$ cat config.mk
export PLATFORM = sky130hd
export DESIGN_NAME = issue_scheduler
export DESIGN_NICKNAME = d
export VERILOG_FILES = /design/src/rtl/issue_scheduler_pkg.sv /design/src/rtl/issue_scheduler_scoreboard.sv /design/src/rtl/issue_scheduler.sv
export SDC_FILE = /design/constraint.sdc
export NUM_CORES = 1
export LEC_CHECK = 0
export ABC_CLOCK_PERIOD_IN_PS = 5700
export BUFFER_PORTS_ARGS = -buffer_cell sky130_fd_sc_hd__buf_2
export CAP_MARGIN = 20
export CELL_PAD_IN_SITES_DETAIL_PLACEMENT = 0
export CELL_PAD_IN_SITES_GLOBAL_PLACEMENT = 1
export CORE_MARGIN = 2
export CORE_UTILIZATION = 46
export CTS_CLUSTER_SIZE = 20
export DETAILED_ROUTE_END_ITERATION = 7
export MAX_ROUTING_LAYER = met4
export PLACE_DENSITY = 0.9
export SLEW_MARGIN = 20
export SYNTH_ARGS = -nofsm -noshare
export SYNTH_HDL_FRONTEND = slang
export SYNTH_SLANG_ARGS = --single-unit
$ cat constraint.sdc
create_clock -name clk -period 5.7 [get_ports clk]
set_clock_uncertainty 0.1 [all_clocks]
set_input_delay 0.855 -clock clk [delete_from_list [all_inputs] [get_ports clk]]
set_output_delay 0.855 -clock clk [all_outputs]
set_load 0.005 [all_outputs]
$ cat src/rtl/issue_scheduler_pkg.sv
// Shared configuration and entry types for the out-of-order issue scheduler.
// Also holds the per-register and ordering-hazard helper functions.
package issue_scheduler_pkg;

  localparam int INSTRUCTION_QUEUE_DEPTH = 4;
  localparam int CFG_NUM_UNITS           = 4;
  localparam int CFG_STARVE_LIMIT        = 8;
  localparam int REG_AW                  = 5;

  typedef logic [REG_AW-1:0] reg_addr_t;

  typedef struct packed {
    reg_addr_t rs1;
    reg_addr_t rs2;
    reg_addr_t rd;
    logic      use_rs1;
    logic      use_rs2;
    logic      use_rd;
  } issue_entry_t;

  function automatic logic reg_pass(logic use_f, reg_addr_t a, logic [31:0] sb);
    return !use_f || (a == '0) || !sb[a];
  endfunction

  // Ordering hazard of a younger entry against one older unissued entry.
  // A write to x0 is discarded, so it never creates a WAR or WAW hazard.
  function automatic logic order_hazard(issue_entry_t yng, issue_entry_t old);
    logic raw, war, waw;
    raw = old.use_rd && (old.rd != '0) &&
          ((yng.use_rs1 && yng.rs1 == old.rd) || (yng.use_rs2 && yng.rs2 == old.rd));
    war = yng.use_rd && (yng.rd != '0) &&
          ((old.use_rs1 && old.rs1 == yng.rd) || (old.use_rs2 && old.rs2 == yng.rd));
    waw = yng.use_rd && old.use_rd && (yng.rd != '0) && (yng.rd == old.rd);
    return raw || war || waw;
  endfunction

endpackage

$ cat src/rtl/issue_scheduler_scoreboard.sv
// Register scoreboard: one busy bit per architectural register, set on issue of a
// writer and cleared on writeback, with per-entry rs1/rs2 read checks and an rd write check.
module register_scoreboard
  import issue_scheduler_pkg::*;
#(
  parameter int DEPTH = INSTRUCTION_QUEUE_DEPTH
) (
  input  logic                     clk,
  input  logic                     rst,
  input  logic                     set_en,
  input  reg_addr_t                set_rd,
  input  logic                     clr_en,
  input  reg_addr_t                clr_rd,
  input  issue_entry_t [DEPTH-1:0] ent,
  output logic [DEPTH-1:0]         ent_ready
);

  logic [31:0] sb_q, sb_d;

  // Set is applied after clear so a same-register collision leaves the bit busy.
  always_comb begin
    sb_d = sb_q;
    if (clr_en) sb_d[clr_rd] = 1'b0;
    if (set_en) sb_d[set_rd] = 1'b1;
    sb_d[0] = 1'b0;
  end

  always_ff @(posedge clk or negedge rst) begin
    if (!rst) sb_q <= '0;
    else      sb_q <= sb_d;
  end

  for (genvar e = 0; e < DEPTH; e++) begin : g_chk
    assign ent_ready[e] = reg_pass(ent[e].use_rs1, ent[e].rs1, sb_q) &
                          reg_pass(ent[e].use_rs2, ent[e].rs2, sb_q) &
                          reg_pass(ent[e].use_rd,  ent[e].rd,  sb_q);
  end

endmodule

$ cat src/rtl/issue_scheduler.sv
// Out-of-order issue select over the shifting instruction queue: picks the oldest
// eligible entry, drives a one-hot pop, and forces in-order issue when the head starves.
module issue_scheduler
  import issue_scheduler_pkg::*;
#(
  parameter int DEPTH        = INSTRUCTION_QUEUE_DEPTH,
  parameter int NUM_UNITS    = CFG_NUM_UNITS,
  parameter int STARVE_LIMIT = CFG_STARVE_LIMIT,
  parameter int IN_ORDER     = 0
) (
  input  logic                         clk,
  input  logic                         rst,
  input  logic [DEPTH-1:0]             q_valid,
  input  logic [DEPTH*NUM_UNITS-1:0]   q_unit,
  input  logic [DEPTH*REG_AW-1:0]      q_rs1,
  input  logic [DEPTH*REG_AW-1:0]      q_rs2,
  input  logic [DEPTH*REG_AW-1:0]      q_rd,
  input  logic [DEPTH-1:0]             q_use_rs1,
  input  logic [DEPTH-1:0]             q_use_rs2,
  input  logic [DEPTH-1:0]             q_use_rd,
  input  logic [NUM_UNITS-1:0]         unit_ready,
  input  logic                         wb_valid,
  input  logic [REG_AW-1:0]            wb_rd,
  input  logic                         flush,
  output logic [DEPTH-1:0]             q_pop,
  output logic                         issue_valid,
  output logic [$clog2(DEPTH)-1:0]     issue_idx,
  output logic [NUM_UNITS-1:0]         issue_unit,
  output logic                         starving
);

  localparam int IDX_W = $clog2(DEPTH);
  localparam int CNT_W = $clog2(STARVE_LIMIT + 1);

  issue_entry_t [DEPTH-1:0]                ent;
  logic         [DEPTH-1:0][NUM_UNITS-1:0] unit_v;
  logic         [DEPTH-1:0]                reg_rdy, haz, elig;

  for (genvar g = 0; g < DEPTH; g++) begin : g_ent
    assign ent[g].rs1     = q_rs1[g*REG_AW +: REG_AW];
    assign ent[g].rs2     = q_rs2[g*REG_AW +: REG_AW];
    assign ent[g].rd      = q_rd[g*REG_AW +: REG_AW];
    assign ent[g].use_rs1 = q_use_rs1[g];
    assign ent[g].use_rs2 = q_use_rs2[g];
    assign ent[g].use_rd  = q_use_rd[g];
    assign unit_v[g]      = q_unit[g*NUM_UNITS +: NUM_UNITS];
    assign elig[g]        = q_valid[g] & reg_rdy[g] & ~haz[g] &
                            (|(unit_ready & unit_v[g])) & ~flush;
  end

  always_comb begin
    haz = '0;
    for (int i = 0; i < DEPTH; i++)
      for (int j = 0; j < DEPTH; j++)
        if (j > i && q_valid[j] && order_hazard(ent[i], ent[j])) haz[i] = 1'b1;
  end

  logic [CNT_W-1:0] cnt_q, cnt_d;
  logic             starving_q, starving_d;
  logic             any_v, any_e;
  logic [IDX_W-1:0] old_idx, sel_idx;

  // Ascending scan: the last hit is the highest index, i.e. the oldest.
  always_comb begin
    any_v   = 1'b0;
    any_e   = 1'b0;
    old_idx = '0;
    sel_idx = '0;
    for (int i = 0; i < DEPTH; i++) begin
      if (q_valid[i]) begin any_v = 1'b1; old_idx = IDX_W'(i); end
      if (elig[i])    begin any_e = 1'b1; sel_idx = IDX_W'(i); end
    end
  end

  always_comb begin
    issue_valid = any_e;
    issue_idx   = sel_idx;
    if (starving_q || (IN_ORDER != 0)) begin
      issue_valid = any_v && elig[old_idx];
      issue_idx   = old_idx;
    end
    q_pop      = issue_valid ? (DEPTH'(1) << issue_idx) : '0;
    issue_unit = issue_valid ? unit_v[issue_idx] : '0;
  end

  always_comb begin
    cnt_d = cnt_q;
    if (flush || (q_valid == '0))
      cnt_d = '0;
    else if (issue_valid)
      cnt_d = (issue_idx == old_idx) ? '0 :
              (cnt_q == CNT_W'(STARVE_LIMIT)) ? cnt_q : cnt_q + CNT_W'(1);
    starving_d = (cnt_d == CNT_W'(STARVE_LIMIT));
  end

  always_ff @(posedge clk or negedge rst) begin
    if (!rst) begin
      cnt_q      <= '0;
      starving_q <= 1'b0;
    end else begin
      cnt_q      <= cnt_d;
      starving_q <= starving_d;
    end
  end

  assign starving = starving_q;

  register_scoreboard #(.DEPTH(DEPTH)) u_sb (
    .clk       (clk),
    .rst       (rst),
    .set_en    (issue_valid && ent[issue_idx].use_rd && (ent[issue_idx].rd != '0)),
    .set_rd    (ent[issue_idx].rd),
    .clr_en    (wb_valid),
    .clr_rd    (wb_rd),
    .ent       (ent),
    .ent_ready (reg_rdy)
  );

endmodule

==> results of run 1 <==
## power by group
group          internal (W)  leakage [nW]  switching, W  total (W)
combinational      0.000736          2.74      0.000590    0.00133
sequential         0.000346         0.478      0.000499   0.000845
clock              0.000163        0.0681      0.000108   0.000272
## sequential cells by signal, indices dropped and copies added, names as in the netlist
signal / count
cnt_q: 4
starving: 1
u_sb.sb_q: 31
## layout make-up
cell class	count	area (um2)
diodes	1	2.50
well taps	220	275
flip-flops and latches	36	901
clock buffers	7	133
multi-input cells	690	6350
repair buffers	124	641
clock inverters	1	8.76
fillers	1551	8250
inverters	23	86.3
## per-stage QoR
step                       util  setup WS, ps
after floorplan               -           932
after global placement    0.496           537
after detailed placement  0.496           466
after CTS                 0.504           459
after global routing      0.504           181
final                     0.504           397
## routing by layer
layer / vias to the layer above / track usage / part of all wire
met1: 3776 / 0.437 / 0.37
met5: - / - / 0
met4: 0 / 0.153 / 0.055
met2: 665 / 0.500 / 0.44
li1: 3289 / - / -
met3: 150 / 0.0694 / 0.13
## placed cells by master, fill, tap and decap left out, types with 14 or more instances in the layout
master	n
nor3_1	14
mux2_2	15
xnor2_1	52
nor2_1	16
buf_2	116
nand2_1	35
nand3_1	39
xor2_1	100
inv_1	23
mux4_2	78
a21oi_1	18
o21ai_1	31
mux2i_1	55
nor4_1	28
o21ai_0	43
dfrtp_1	36
## cells by family after synthesis
| group | share of synthesized area |
|---|---|
| AO/OA/AOI/OAI | 0.147 |
| XOR/XNOR | 0.170 |
| multiplexers | 0.326 |
| adder cells (fa/ha/maj) | 0.00319 |
| flip-flops | 0.115 |
| buffers and inverters | 0.0764 |
| AND/OR/NAND/NOR | 0.164 |
## worst paths after layout
path | to | slack (ps) | cells after the start
max | issue_unit[3] | 400 | 11
min in group clk | cnt_q[2]$_DFF_PN0_ | 580 | 2
max in group asynchronous | cnt_q[2]$_DFF_PN0_ | 4390 | 1
min reg2reg | cnt_q[2]$_DFF_PN0_ | 580 | 2
max reg2reg | u_sb.sb_q[31]$_DFF_PN0_ | 1200 | 11
min | u_sb.sb_q[4]$_DFF_PN0_ | 560 | 1
==> impl_results.html, run 1 <==
<table>
<tr><th>Metric</th><th>Value</th></tr>
<tr><th colspan="2">Run status</th></tr>
<tr><td>Run status</td><td>completed</td></tr>
<tr><th colspan="2">Critical path</th></tr>
<tr><td>Buf+Inv Stages, Crit Path</td><td>2</td></tr>
<tr><td>CP arrival</td><td>roughly 4400 ps</td></tr>
<tr><td>Cell Chain, Critical Path</td><td>buf_2 -&gt; mux4_2 -&gt; mux2i_1 -&gt; o311ai_0 -&gt; a311o_1 -&gt; nor4_1 -&gt; a211o_2 -&gt; nand2_4 -&gt; mux4_2 -&gt; and2_1 -&gt; buf_2</td></tr>
<tr><td>Required time worst endpoint</td><td>4740 ps</td></tr>
<tr><td>Launching point of the worst reg2reg path</td><td>u_sb.sb_q[5]$_DFF_PN0_</td></tr>
<tr><td>Worst Path Max Fanout</td><td>20</td></tr>
<tr><td>Family with the most delay on the worst path</td><td>multiplexers</td></tr>
<tr><td>Critical Path Source Type</td><td>input port</td></tr>
<tr><td>Setup Crit Path Kind</td><td>in -&gt; out</td></tr>
<tr><td>Highest-delay cell along the critical path</td><td>mux4_2</td></tr>
<tr><td>Max incr delay on CP</td><td>just under 600 ps</td></tr>
<tr><td>Launch point of the worst path</td><td>q_rd[6]</td></tr>
<tr><td>Nature of the critical path endpoint</td><td>output port</td></tr>
<tr><th colspan="2">Placed design</th></tr>
<tr><td>Half-perimeter wire length after detailed placement</td><td>20,600 um</td></tr>
<tr><td>Placement Cell Area</td><td>0.00825 mm2</td></tr>
<tr><td>Number of buffers added on ports</td><td>around 120</td></tr>
<tr><td>Placed Cells</td><td>1,093</td></tr>
<tr><td>Final weighted congestion in routability-driven placement</td><td>approximately 1</td></tr>
<tr><th colspan="2">Synthesis</th></tr>
<tr><td>Share of flip-flops with an asynchronous set or reset after synthesis</td><td>1.00</td></tr>
<tr><td>Avg Cell Area, Syn</td><td>9.07 um2</td></tr>
<tr><td>Mapped Nets</td><td>972</td></tr>
<tr><td>Most numerous cell types in the synthesized netlist</td><td>xor2_1 (100), mux4_2 (78), clkbuf_1 (62)</td></tr>
<tr><td>Seq/Total Area, Yosys</td><td>0.115</td></tr>
<tr><td>Synth top area share</td><td>0.224</td></tr>
<tr><td>Most used standard cell by instance count after synthesis</td><td>xor2_1</td></tr>
<tr><td>Number of enable-type register cells in the synthesized netlist</td><td>0</td></tr>
<tr><td>Yosys top cell by area</td><td>mux4_2</td></tr>
<tr><td>Synthesized area</td><td>0.00785 mm2</td></tr>
<tr><td>FF+latch count, synth</td><td>36</td></tr>
<tr><td>Top cells by area, synth</td><td>mux4_2 (22%), dfrtp_1 (11%), xor2_1 (11%)</td></tr>
<tr><td>Gate Count Post-Synth</td><td>865</td></tr>
<tr><td>Main flop type after synthesis</td><td>dfrtp_1</td></tr>
<tr><td>Synth warnings</td><td>0</td></tr>
<tr><td>Number of library cell types mapped by synthesis</td><td>78</td></tr>
<tr><th colspan="2">STA</th></tr>
<tr><td>Summed negative setup slack over all endpoints</td><td>0 ps</td></tr>
<tr><td>Tightest slew margin relative to the limit</td><td>0.408</td></tr>
<tr><td>Setup repair after global routing missed its margin</td><td>no</td></tr>
<tr><td>Final hold viol count</td><td>0</td></tr>
<tr><td>Slew of the pin with the lowest slew margin</td><td>866 ps</td></tr>
<tr><td>Final setup violation count</td><td>0</td></tr>
<tr><td>Post-layout min period</td><td>~5300 ps</td></tr>
<tr><td>Slew Limit Fails</td><td>0</td></tr>
<tr><td>Fraction of the cycle the final worst path needs</td><td>0.930</td></tr>
<tr><td>Peak clock frequency supported by timing</td><td>0.189 GHz</td></tr>
<tr><td>Fin Hold WS</td><td>564 ps</td></tr>
<tr><th colspan="2">Layout</th></tr>
<tr><td>Relative area change from synthesis to final layout</td><td>6.97%</td></tr>
<tr><td>Fin area</td><td>0.00839 mm2</td></tr>
<tr><td>Fraction of layout instances using a drive strength above 1</td><td>0.277</td></tr>
<tr><td>Number of nets in the layout</td><td>987</td></tr>
<tr><td>Cell Count, Final, Fillers Out</td><td>1,102</td></tr>
<tr><th colspan="2">Clocking</th></tr>
<tr><td>Num CTS Buffers</td><td>5</td></tr>
<tr><td>Worst-path clk slew</td><td>60 ps</td></tr>
<tr><td>TritonCTS clock tree</td><td>done</td></tr>
<tr><td>Number of resized instances in the post-cts repair step</td><td>0</td></tr>
<tr><td>Max H-tree Level</td><td>2</td></tr>
<tr><td>Maximum number of buffers from clock root to sink</td><td>2</td></tr>
<tr><td># clock sinks</td><td>36</td></tr>
<tr><td>CTS root buffer</td><td>clkbuf_16</td></tr>
<tr><td>Count of hold buffers inserted by post-cts repair</td><td>0</td></tr>
<tr><td>Clock latency at the later pin of the worst-skew pair</td><td>around 290 ps</td></tr>
<tr><td>Setup Fix Bufs, Post-CTS</td><td>0</td></tr>
<tr><th colspan="2">Power</th></tr>
<tr><td>Worst voltage drop across the vdd grid</td><td>0.186 mV</td></tr>
<tr><td>Power density over cell area</td><td>291 mW/mm2</td></tr>
<tr><td>Total power</td><td>between 0.002 and 0.0025 W</td></tr>
<tr><td>Leakage power of the design</td><td>3.29 nW</td></tr>
<tr><th colspan="2">Job</th></tr>
<tr><td>Max-Cap Viols</td><td>0</td></tr>
<tr><th colspan="2">Drt</th></tr>
<tr><td>Count of routing violations after the opening detailed-route iteration</td><td>1,107</td></tr>
<tr><td>Via count</td><td>between 7,000 and 8,000</td></tr>
<tr><td>Avg WL per Cell</td><td>26.6 um</td></tr>
<tr><td>Remaining DRCs</td><td>0</td></tr>
<tr><td>Antenna Violating Nets Remaining</td><td>0</td></tr>
<tr><td>Pre-Repair DR Iteration Count</td><td>6</td></tr>
<tr><td>Detailed-route vias per instance</td><td>between 7 and 8</td></tr>
<tr><td>Routed WL</td><td>29,400 um</td></tr>
<tr><th colspan="2">Die</th></tr>
<tr><td>Y dimension of the die</td><td>135 um</td></tr>
<tr><td>Std cell rows</td><td>47</td></tr>
<tr><td>Die outline area</td><td>0.0181 mm2</td></tr>
<tr><td>DIE WIDTH</td><td>135 um</td></tr>
<tr><td>Effective utilization at floorplan</td><td>0.471</td></tr>
<tr><td>I/O pin cnt</td><td>117</td></tr>
<tr><td>Core Region</td><td>0.0166 mm2</td></tr>
<tr><th colspan="2">Hold path</th></tr>
<tr><td>Class of the tightest hold or removal check</td><td>in -&gt; async</td></tr>
<tr><th colspan="2">Global route</th></tr>
<tr><td>Vias in the first global route</td><td>7,478</td></tr>
<tr><td>Grt ovf</td><td>0</td></tr>
<tr><td>Global routing usage summed across all routing layers</td><td>0.334</td></tr>
<tr><td>Pin count of the biggest net entering global routing</td><td>37</td></tr>
<tr><td>First-pass GRT wire length</td><td>45,300 um</td></tr>
<tr><td>Initial antenna violation count</td><td>0</td></tr>
</table>
(Power assumes the default switching activity.)
==> inputs of run 2 (changes only) <==
- CORE_UTILIZATION: 46 -> 47
- CTS_BUF_LIST: default -> sky130_fd_sc_hd__clkbuf_4 sky130_fd_sc_hd__clkbuf_8
- PLACE_DENSITY: 0.9 -> 0.91
- SYNTH_HIERARCHICAL: default -> 1
==> run 2 against run 1 <==
Effect of this change: register-to-register slack lost 830 ps; setup slack lost 230 ps; via count grew 1.5%; global-route usage grew 2.7 points; count of clock-buffer cells in the layout shrank 2; clock power shrank 31%.
==> impl_results.html, run 2 <==
<table>
<tr><th>Metric</th><th>Value</th></tr>
<tr><th colspan="2">STA</th></tr>
<tr><td>Summed negative setup slack over all endpoints</td><td>0 ps (unchanged)</td></tr>
<tr><td>Setup repair after global routing missed its margin</td><td>no</td></tr>
<tr><td>Post-layout min period</td><td>5530 ps (+228 ps)</td></tr>
<tr><td>Slew Limit Fails</td><td>0 (unchanged)</td></tr>
<tr><td>Slew of the pin with the lowest slew margin</td><td>848 ps (-17.9 ps)</td></tr>
<tr><td>Tightest slew margin relative to the limit</td><td>0.435 (+0.0269)</td></tr>
<tr><td>Fraction of the cycle the final worst path needs</td><td>0.970 (+0.0400)</td></tr>
<tr><td>Final hold viol count</td><td>0 (unchanged)</td></tr>
<tr><td>Peak clock frequency supported by timing</td><td>0.181 GHz (-4.1%)</td></tr>
<tr><td>Final setup violation count</td><td>0 (unchanged)</td></tr>
<tr><th colspan="2">Critical path</th></tr>
<tr><td>Nature of the critical path endpoint</td><td>flip-flop</td></tr>
<tr><td>Cell Chain, Critical Path</td><td>buf_2 -&gt; mux4_2 -&gt; nand4b_1 -&gt; o311ai_0 -&gt; o21ai_0 -&gt; and4_1 -&gt; nand2_1 -&gt; a211o_1 -&gt; inv_1 -&gt; nand4_2 -&gt; a21o_1 -&gt; inv_6 -&gt; mux4_2 -&gt; or4_1 -&gt; o211a_1 -&gt; nand3b_1 -&gt; o21ai_0</td></tr>
<tr><td>Family with the most delay on the worst path</td><td>compound AO/OA/AOI/OAI gates</td></tr>
<tr><td>Required time worst endpoint</td><td>5760 ps (+1020 ps)</td></tr>
<tr><td>Worst setup slack for register-to-register paths</td><td>370 ps (-830 ps)</td></tr>
<tr><td>Setup Crit Path Kind</td><td>in -&gt; reg</td></tr>
<tr><td>Max incr delay on CP</td><td>590 ps (about the same)</td></tr>
<tr><td>CP arrival</td><td>5590 ps (+1240 ps)</td></tr>
<tr><td>Worst setup path endpoint</td><td>u_sb/sb_q[30]$_DFF_PN0_</td></tr>
<tr><td>Worst Path Max Fanout</td><td>10 (-50%)</td></tr>
<tr><td>Critical Path Source Type</td><td>input port</td></tr>
<tr><td>Reg2Reg Capture Point</td><td>u_sb/sb_q[30]$_DFF_PN0_</td></tr>
<tr><td>Highest-delay cell along the critical path</td><td>mux4_2</td></tr>
<tr><td>Instance count on the critical path</td><td>17 (+6)</td></tr>
<tr><td>Launch point of the worst path</td><td>q_rd[5]</td></tr>
<tr><td>Buf+Inv Stages, Crit Path</td><td>3 (+1)</td></tr>
<tr><td>Cell depth of the worst flop-to-flop path</td><td>17 (+6)</td></tr>
<tr><td>Launching point of the worst reg2reg path</td><td>u_sb/sb_q[22]$_DFF_PN0_</td></tr>
<tr><th colspan="2">Drt</th></tr>
<tr><td>Pre-Repair DR Iteration Count</td><td>5 (-1)</td></tr>
<tr><td>Count of routing violations after the opening detailed-route iteration</td><td>1,283 (+16%)</td></tr>
<tr><td>Antenna Violating Nets Remaining</td><td>0 (unchanged)</td></tr>
<tr><td>Detailed-route vias per instance</td><td>7.35 (+2.8%)</td></tr>
<tr><td>Via count</td><td>8,000 (+1.5%)</td></tr>
<tr><td>Routed WL</td><td>30,100 um (+2.7%)</td></tr>
<tr><td>Remaining DRCs</td><td>0 (unchanged)</td></tr>
<tr><td>Avg WL per Cell</td><td>27.7 um (+4.0%)</td></tr>
<tr><th colspan="2">Clocking</th></tr>
<tr><td>Number of resized instances in the post-cts repair step</td><td>0 (unchanged)</td></tr>
<tr><td># clock sinks</td><td>36 (unchanged)</td></tr>
<tr><td>Max H-tree Level</td><td>2 (unchanged)</td></tr>
<tr><td>TritonCTS clock tree</td><td>done</td></tr>
<tr><td>CTS root buffer</td><td>clkbuf_8</td></tr>
<tr><td>Count of hold buffers inserted by post-cts repair</td><td>0 (unchanged)</td></tr>
<tr><td>Clock latency at the later pin of the worst-skew pair</td><td>290 ps (about the same)</td></tr>
<tr><td>Worst-path clk slew</td><td>80 ps (+20 ps)</td></tr>
<tr><td>Num CTS Buffers</td><td>5 (unchanged)</td></tr>
<tr><td>Maximum number of buffers from clock root to sink</td><td>2 (unchanged)</td></tr>
<tr><td>Setup Fix Bufs, Post-CTS</td><td>0 (unchanged)</td></tr>
<tr><th colspan="2">Layout</th></tr>
<tr><td>Number of nets in the layout</td><td>977 (-1.0%)</td></tr>
<tr><td>Final core utilization</td><td>0.537 (+0.0329)</td></tr>
<tr><td>Largest Register</td><td>u_sb/sb_q</td></tr>
<tr><td>Area of the multi-input gates</td><td>0.00619 mm2 (-2.5%)</td></tr>
<tr><td>Cell Count, Final, Fillers Out</td><td>1,088 (-1.3%)</td></tr>
<tr><td>Relative area change from synthesis to final layout</td><td>12.7%</td></tr>
<tr><td>Commonest cells after routing, fill and taps aside</td><td>buf_2 (116), mux4_2 (90), xor2_1 (85), o21ai_0 (69), xnor2_1 (65)</td></tr>
<tr><td>Layout fillers</td><td>1,442 (-7.0%)</td></tr>
<tr><td>Most frequent standard cell in the layout excluding fill and tap cells</td><td>buf_2</td></tr>
<tr><td>Fraction of layout instances using a drive strength above 1</td><td>0.330 (+0.0525)</td></tr>
<tr><td>Seq. cell area</td><td>901 um2 (unchanged)</td></tr>
<tr><td>Number of flip-flops in the largest register</td><td>31 (unchanged)</td></tr>
<tr><th colspan="2">Placed design</th></tr>
<tr><td>Number of buffers added on ports</td><td>116 (unchanged)</td></tr>
<tr><td>Final weighted congestion in routability-driven placement</td><td>1.06 (+5.4%)</td></tr>
<tr><td>Placed Cells</td><td>1,079 (-1.3%)</td></tr>
<tr><td>Half-perimeter wire length after detailed placement</td><td>21,600 um (+4.9%)</td></tr>
<tr><th colspan="2">Synthesis</th></tr>
<tr><td>Synth top area share</td><td>0.270 (+0.0458)</td></tr>
<tr><td>Synthesized area</td><td>0.00751 mm2 (-4.2%)</td></tr>
<tr><td>Top cells by area, synth</td><td>mux4_2 (27%), dfrtp_1 (12%), xor2_1 (9.9%)</td></tr>
<tr><td>Number of library cell types mapped by synthesis</td><td>68 (-13%)</td></tr>
<tr><td>Share of flip-flops with an asynchronous set or reset after synthesis</td><td>1.00 (unchanged)</td></tr>
<tr><td>Gate Count Post-Synth</td><td>777 (-10%)</td></tr>
<tr><td>Most numerous cell types in the synthesized netlist</td><td>mux4_2 (90), xor2_1 (85), o21ai_0 (69)</td></tr>
<tr><td>Number of enable-type register cells in the synthesized netlist</td><td>0 (unchanged)</td></tr>
<tr><td>Yosys top cell by area</td><td>mux4_2</td></tr>
<tr><td>Most used standard cell by instance count after synthesis</td><td>mux4_2</td></tr>
<tr><td>Synth warnings</td><td>6 (+6)</td></tr>
<tr><td>Seq/Total Area, Yosys</td><td>0.120 (+0.00507)</td></tr>
<tr><td>Main flop type after synthesis</td><td>dfrtp_1</td></tr>
<tr><td>Avg Cell Area, Syn</td><td>9.67 um2 (+6.6%)</td></tr>
<tr><td>Mapped Nets</td><td>884 (-9.1%)</td></tr>
<tr><td>FF+latch count, synth</td><td>36 (unchanged)</td></tr>
<tr><th colspan="2">Global route</th></tr>
<tr><td>Initial antenna violation count</td><td>1 (+1)</td></tr>
<tr><td>Grt ovf</td><td>0 (unchanged)</td></tr>
<tr><td>First-pass GRT wire length</td><td>44,400 um (-2.0%)</td></tr>
<tr><td>Pin count of the biggest net entering global routing</td><td>37 (unchanged)</td></tr>
<tr><td>Vias in the first global route</td><td>7,497 (+0.25%)</td></tr>
<tr><td>Global routing usage summed across all routing layers</td><td>0.361 (+0.0273)</td></tr>
<tr><th colspan="2">Die</th></tr>
<tr><td>Die outline area</td><td>0.0170 mm2 (-6.1%)</td></tr>
<tr><td>Std cell rows</td><td>46 (-2.1%)</td></tr>
<tr><td>Core Region</td><td>0.0158 mm2 (-5.2%)</td></tr>
<tr><td>I/O pin cnt</td><td>117 (unchanged)</td></tr>
<tr><td>DIE WIDTH</td><td>130 um (-3.1%)</td></tr>
<tr><td>Effective utilization at floorplan</td><td>0.477 (+0.00505)</td></tr>
<tr><td>Y dimension of the die</td><td>130 um (-3.1%)</td></tr>
<tr><th colspan="2">Hold path</th></tr>
<tr><td>Worst Hold Path Cells</td><td>2</td></tr>
<tr><td>Class of the tightest hold or removal check</td><td>reg -&gt; reg</td></tr>
<tr><th colspan="2">Job</th></tr>
<tr><td>Max-Cap Viols</td><td>0 (unchanged)</td></tr>
<tr><th colspan="2">Power</th></tr>
<tr><td>Worst voltage drop across the vdd grid</td><td>0.168 mV (-9.8%)</td></tr>
<tr><td>Leakage power of the design</td><td>3.35 nW (+1.9%)</td></tr>
<tr><td>Power density over cell area</td><td>277 mW/mm2 (-4.9%)</td></tr>
<tr><td>Total power</td><td>0.00235 W (-4.0%)</td></tr>
<tr><th colspan="2">Run status</th></tr>
<tr><td>Run status</td><td>completed</td></tr>
</table>
==> run 2: final cells by class <==
class,instances,share of cell area
Multi-Input combinational cell,645,0.730
Sequential cell,36,0.106
Tap cell,216,0.0319
Inverter,15,0.00724
Antenna cell,1,0.000295
Clock inverter,3,0.00222
Timing Repair Buffer,167,0.114
Clock buffer,5,0.00812
==> run 2: report_power, final <==
part | switching, W | total (W) | internal (W) | leakage, nW
clock network | 0.000103 | 0.000188 | 0.0000853 | 0.0479
logic | 0.000723 | 0.00150 | 0.000780 | 2.83
registers | 0.000318 | 0.000654 | 0.000336 | 0.478
total | 0.00114 | 0.00235 | 0.00120 | 3.35
==> run 2: through the flow <==
| step | hold slack, ps | area [um2] | setup WS, ps |
|---|---|---|---|
| 6_report | 502 | 8470 | 169 |
| 5_1_grt | 513 | 8470 | 42.0 |
| 4_1_cts | 492 | 8450 | 233 |
| 3_5_place_dp | 480 | 8370 | 77.7 |
| 3_3_place_gp | 473 | 8370 | 169 |
| 2_1_floorplan | 439 | 7510 | 194 |
==> run 2: layer usage <==
layer	wire length, um	vias up	track usage
li1	-	3202	-
met1	10600	3801	0.454
met2	12900	779	0.527
met3	4480	218	0.112
met4	2130	0	0.190
met5	0	-	-
==> run 2: worst min-delay path by stage <==
stage | end | slack [ps] | from
after floorplan | cnt_q[2]$_DFF_PN0_ | 440 | cnt_q[2]$_DFF_PN0_
after global placement | cnt_q[2]$_DFF_PN0_ | 470 | cnt_q[2]$_DFF_PN0_
after detailed placement | cnt_q[2]$_DFF_PN0_ | 480 | cnt_q[2]$_DFF_PN0_
after CTS | cnt_q[2]$_DFF_PN0_ | 490 | cnt_q[2]$_DFF_PN0_
after global routing | cnt_q[2]$_DFF_PN0_ | 510 | cnt_q[2]$_DFF_PN0_
final | cnt_q[2]$_DFF_PN0_ | 500 | cnt_q[2]$_DFF_PN0_
==> run 2: cells by family after synthesis <==
family / Yosys count / share of synthesized area
muxes: 146 / 0.365
adders and majority gates: 2 / 0.00333
xor gates and xnor gates: 150 / 0.175
AOI/OAI and AO/OA: 144 / 0.123
buffers and inverters: 96 / 0.0589
and+or+nand+nor: 203 / 0.155
DFF: 36 / 0.120
==> run 2: worst reg2reg max path: stages, from the launching register on <==
cell	delay (ps)
dfrtp_1	520
buf_4	260
mux4_2	460
nand4b_1	100
nand4_1	90
o21ai_0	410
and4_1	380
nand2_1	70
a211o_1	270
inv_1	80
nand4_2	180
a21o_1	290
inv_6	140
mux4_2	590
or4_1	500
o211a_1	290
nand3b_1	280
o21ai_0	170
